File: src/rtl/regincr_pipe_pkg.sv
// Shared constants and helpers for the parametrised registered-incrementer pipeline.
// Imported by the stage, the top level and the bench.
package regincr_pipe_pkg;

  localparam int REGINCR_WRAP = 0;
  localparam int REGINCR_SAT  = 1;

  // Occupancy needs to represent 0..nstages inclusive.
  function automatic int occ_width(input int nstages);
    return $clog2(nstages + 1);
  endfunction

endpackage

File: src/rtl/regincr_pipe_stage.sv
// One val/rdy register stage that adds a constant increment to the message as it is captured,
// either wrapping or clamping at the all-ones value.
module regincr_pipe_stage
  import regincr_pipe_pkg::*;
#(
  parameter int p_nbits    = 8,
  parameter int p_incr     = 1,
  parameter int p_saturate = REGINCR_WRAP
) (
  input  logic               clk,
  input  logic               reset,
  input  logic               up_val_i,
  input  logic [p_nbits-1:0] up_msg_i,
  input  logic               dn_rdy_i,
  output logic               rdy_o,
  output logic               val_o,
  output logic [p_nbits-1:0] msg_o
);

  localparam logic [p_nbits:0] IncrExt = (p_nbits + 1)'(p_incr);
  localparam bit SatMode = (p_saturate != REGINCR_WRAP);

  logic               val_q, val_d;
  logic [p_nbits-1:0] data_q, data_d;
  logic [p_nbits:0]   sum;
  logic               go;

  // The extra carry bit of the sum tells us when saturation must clamp.
  always_comb begin
    rdy_o  = !val_q || dn_rdy_i;
    go     = rdy_o && up_val_i;
    sum    = {1'b0, up_msg_i} + IncrExt;
    val_d  = val_q;
    data_d = data_q;
    if (go) begin
      val_d  = 1'b1;
      data_d = (SatMode && sum[p_nbits]) ? '1 : sum[p_nbits-1:0];
    end else if (rdy_o) begin
      val_d = 1'b0;
    end
  end

  always_ff @(posedge clk) begin
    if (reset) begin
      val_q  <= 1'b0;
      data_q <= '0;
    end else begin
      val_q  <= val_d;
      data_q <= data_d;
    end
  end

  assign val_o = val_q;
  assign msg_o = data_q;

endmodule

File: src/rtl/regincr_pipe.sv
// Chain of p_nstages incrementing register stages with a combinational ready chain,
// so a full pipe still streams one message per cycle when the sink is ready.
module regincr_pipe
  import regincr_pipe_pkg::*;
#(
  parameter int p_nbits    = 8,
  parameter int p_nstages  = 2,
  parameter int p_incr     = 1,
  parameter int p_saturate = REGINCR_WRAP
) (
  input  logic                              clk,
  input  logic                              reset,
  input  logic                              in_val,
  output logic                              in_rdy,
  input  logic [p_nbits-1:0]                in_msg,
  output logic                              out_val,
  input  logic                              out_rdy,
  output logic [p_nbits-1:0]                out_msg,
  output logic [occ_width(p_nstages)-1:0]   occupancy
);

  localparam int OccW = occ_width(p_nstages);

  logic [p_nstages:0]   stageRdy;
  logic [p_nstages-1:0] stageVal;
  logic [p_nbits-1:0]   stageMsg [p_nstages];
  logic                 inFire, outFire;
  logic [OccW-1:0]      occ_q, occ_d;

  assign stageRdy[p_nstages] = out_rdy;

  generate
    for (genvar i = 0; i < p_nstages; i++) begin : g_stage
      logic               upVal;
      logic [p_nbits-1:0] upMsg;

      if (i == 0) begin : g_head
        assign upVal = in_val;
        assign upMsg = in_msg;
      end else begin : g_body
        assign upVal = stageVal[i-1];
        assign upMsg = stageMsg[i-1];
      end

      regincr_pipe_stage #(
        .p_nbits   (p_nbits),
        .p_incr    (p_incr),
        .p_saturate(p_saturate)
      ) u_stage (
        .clk     (clk),
        .reset   (reset),
        .up_val_i(upVal),
        .up_msg_i(upMsg),
        .dn_rdy_i(stageRdy[i+1]),
        .rdy_o   (stageRdy[i]),
        .val_o   (stageVal[i]),
        .msg_o   (stageMsg[i])
      );
    end
  endgenerate

  assign in_rdy  = stageRdy[0];
  assign out_val = stageVal[p_nstages-1];
  assign out_msg = stageMsg[p_nstages-1];

  // Messages only enter or leave at the ends, so tracking the two handshakes
  // keeps the count equal to the number of valid stages after every edge.
  always_comb begin
    inFire  = in_val && in_rdy;
    outFire = out_val && out_rdy;
    occ_d   = occ_q;
    if (inFire && !outFire) begin
      occ_d = occ_q + OccW'(1);
    end else if (!inFire && outFire) begin
      occ_d = occ_q - OccW'(1);
    end
  end

  always_ff @(posedge clk) begin
    if (reset) begin
      occ_q <= '0;
    end else begin
      occ_q <= occ_d;
    end
  end

  assign occupancy = occ_q;

endmodule

File: config.mk
export PLATFORM = sky130hd
export DESIGN_NAME = regincr_pipe
export DESIGN_NICKNAME = d
export VERILOG_FILES = /design/src/rtl/regincr_pipe_pkg.sv /design/src/rtl/regincr_pipe_stage.sv /design/src/rtl/regincr_pipe.sv
export SDC_FILE = /design/constraint.sdc
export NUM_CORES = 1
export LEC_CHECK = 0
export CORE_AREA = 2 2 51 53
export CTS_CLUSTER_SIZE = 25
export DETAILED_ROUTE_END_ITERATION = 10
export DIE_AREA = 0 0 53 55
export GPL_TIMING_DRIVEN = 0
export PLACE_DENSITY = 0.72
export SLEW_MARGIN = 20
export SYNTH_ARGS = -nofsm -noshare
export SYNTH_HDL_FRONTEND = slang
export SYNTH_SLANG_ARGS = --single-unit
File: constraint.sdc
create_clock -name clk -period 1.8 [get_ports clk]
set_input_delay 0.54 -clock clk [delete_from_list [all_inputs] [get_ports clk]]
set_output_delay 0.54 -clock clk [all_outputs]
set_load 0.05 [all_outputs]
==> results.py <==
metrics = {
    "critical_path": {
        "critPathTopFamily": "buffers and inverters",
        "path_buf_inv": 1,
        "worstRegToRegCells": 6,
        "r2r_slack_ns": 0.23,
        "critPathMaxStageDelay_ns": 0.52,
        "critPathArrivalTime_ns": 1.20,
        "crit_path_end_kind": "primary output",
        "cp.required_ns": 1.26,
        "crit_path_top_delay_cell": "clkdlybuf4s15_1",
        "path_depth": 1,
        "path_cells": "clkdlybuf4s15_1",
        "path_max_fanout": 3,
        "worstSetupPathType": "register to primary output",
        "critPathLaunchType": "register",
    },
    "global_routing": {
        "grtUsageTotal": 0.157,
        "grt_pass1_wl_um": 3330,
        "grt_overflow": 0,
        "grt_pass1_vias": 826,
        "grt_max_degree": 11,
        "antenna_found_initial": 0,
    },
    "power": {
        "p_sw_frac": 0.321,
        "power_mw": 0.955,
        "clockPowerShare": 0.211,
        "pwr-share-comb": 0.255,
        "power_density_mw_per_mm2": 741,
        "p_int_mw": 0.649,
        "irDropWorstVdd_uv": 408,
        "p_seq_frac": 0.533,
        "power_switching_mw": 0.306,
        "p_leak_nw": 0.498,
    },
    "hold_path": {
        "hold_depth": 2,
        "hold_path_class": "register to register",
    },
    "floorplanning": {
        "core_mm2": 0.00236,
        "dieWidth_um": 53,
        "row_count": 18,
        "die_h_um": 55,
        "io_pins": 24,
        "start_util": 0.416,
        "dieArea_mm2": 0.00292,
    },
    "clocking": {
        "cts_hold_buffers": 0,
        "cts_root_buffer": "clkbuf_4",
        "cts_sinks": 20,
        "htreeDepth": 1,
        "path_clk_slew_ns": 0.10,
        "insertion_delay_ns": 0.29,
        "clockBufferDepth": 2,
        "cts_buffers": 3,
        "cts_tree": "built",
    },
    "finish": {
        "syn2layout_area_growth_pct": 31.0,
        "layout.nets": 154,
        "fillers": 246,
        "n_antenna_cell": 0,
        "drive_gt1_frac": 0.124,
        "final_util": 0.545,
    },
    "place": {
        "place_ws_ns": -0.968,
        "dp_hpwl_um": 1650,
        "gp_congestion": 0.782,
        "io_buffers": 22,
    },
    "detailed_routing": {
        "vias": 917,
        "via_per_inst": 5.49,
        "ant_nets": 0,
        "dr.first_iter.drc_count": 9,
        "wl_um": 2080,
        "firstDrtPassIters": 4,
        "drcViolationCount": 0,
        "routedWlPerCell_um": 12.5,
    },
    "sta": {
        "fin_ws_ns": 0.0605,
        "holdWs_ns": 0.530,
        "finalHoldViolCount": 0,
        "rsz0062_at_grt": "no",
        "finalCriticalPeriod_ns": 1.74,
        "tightestPinTransition_ns": 0.494,
        "fmax_mhz": 575,
        "period_share": 0.966,
        "clock_skew_ns": 0.00341,
        "slew_viol_final": 0,
        "setup_viol": 0,
        "slew_headroom": 0.672,
    },
    "synth": {
        "avgSynthCellArea_um2": 8.78,
        "synth_top_area_frac": 0.407,
        "ys_top_cells_by_count": "dfxtp_1 (20), a21oi_1 (19), nand3_1 (10), a211oi_1 (8)",
        "synth_area_leaders": "dfxtp_1 (41%), a21oi_1 (9.7%), a211oi_1 (6.1%), xor2_1 (5.3%), nand3_1 (5.1%)",
        "syn_inst": 112,
        "ys_seq_elements": 20,
        "synth_edf_count": 0,
        "yosysWarnings": 0,
        "synthFlopType": "dfxtp_1",
        "yosysUniqueCellTypes": 21,
        "synth_largest_area_cell": "dfxtp_1",
        "synth-async-reset-ratio": 0,
        "yosysMostFrequentCell": "dfxtp_1",
        "syn_nets": 127,
        "synth-seq-area-share": 0.407,
        "syn_area_um2": 983,
    },
    "status": {
        "status": "complete, no violations",
    },
    "flow_run": {
        "cap_violations": 0,
    },
}
power by group through the flow:
stage / logic [mW] / clock network (mW) / registers (mW)
floorplan: 0.0990 / 0 / 0.583
global placement: 0.251 / 0 / 0.517
detailed placement: 0.257 / 0 / 0.520
CTS: 0.246 / 0.208 / 0.509
global route: 0.265 / 0.224 / 0.514
finish: 0.244 / 0.202 / 0.509
layout make-up:
type	instances	area, um^2	share of cell area
clock buffers	3	22.5	0.0175
flip-flops and latches	20	402	0.312
inverters	4	15.0	0.0117
multi-input cells	80	558	0.433
plain buffers	7	33.8	0.0262
well taps	30	37.5	0.0291
repair buffers	23	220	0.171
registers in the layout, summed over array words and instances, names as in the netlist:
signal	cells
g_stage.u_stage.msg_o	16
g_stage.u_stage.val_o	2
occupancy	2
metal layers:
layer | GRT usage | vias up | wire length, um
li1 | - | 467 | -
met1 | 0.159 | 421 | 897
met2 | 0.313 | 27 | 1050
met3 | 0.0161 | 2 | 97
met4 | 0.0897 | 0 | 34
met5 | 0 | - | 0
final timing paths:
path / startpoint / to
worst max-delay path: occupancy[0] / occupancy[0]
worst min-delay path: g_stage[1].u_stage.msg_o[2] / g_stage[1].u_stage.msg_o[2]
worst max register to register: g_stage[1].u_stage.val_o / occupancy[1]
worst min register to register: g_stage[1].u_stage.msg_o[2] / g_stage[1].u_stage.msg_o[2]
cell families after synthesis:
kind of cell    count (synthesis)  synth area share
buf+inv                        12            0.0471
simple gates                   27             0.163
compound gates                 42             0.274
fa+ha+maj                       3            0.0382
flops                          20             0.407
xor+xnor                        8            0.0712
repair_timing:
item,in CTS,in global routing
resized for setup,29,3
buffers inserted,1,0
pin swaps,3,0
setup endpoints to repair,14,2
per-stage QoR:
step / setup TNS (ns) / std cells / instance area [um^2]
6_report: 0 / 167 / 1290
5_1_grt: 0 / 167 / 1290
4_1_cts: 0 / 167 / 1280
3_5_place_dp: -3.58 / 164 / 1260
3_3_place_gp: -2.96 / 164 / 1260
2_1_floorplan: 0 / 112 / 1010
cell usage in the layout, fill, tap and decap left out:
cell             instances
dfxtp_1                 19
a21oi_1                 18
nand3_1                 10
dlygate4sd2_1           10
a211oi_1                 8
o21ai_0                  7
or3_1                    7
clkdlybuf4s50_1          7
xor2_1                   6
clkbuf_1                 6
a311oi_1                 5
inv_1                    4
nand2_1                  3
clkbuf_4                 3
nand4_2                  2
a21bo_2                  2
xnor2_1                  2
dlymetal6s2s_1           2
nand3b_1                 1
and2_4                   1
buf_6                    1
a21oi_2                  1
nand2b_1                 1
and2_1                   1
a311oi_2                 1
nor2_1                   1
ha_1                     1
ha_2                     1
ha_4                     1
dfxtp_2                  1
buf_2                    1
buf_8                    1
clkdlybuf4s15_1          1
buf_4                    1
No activity file was read; power rests on OpenSTA's default activity.
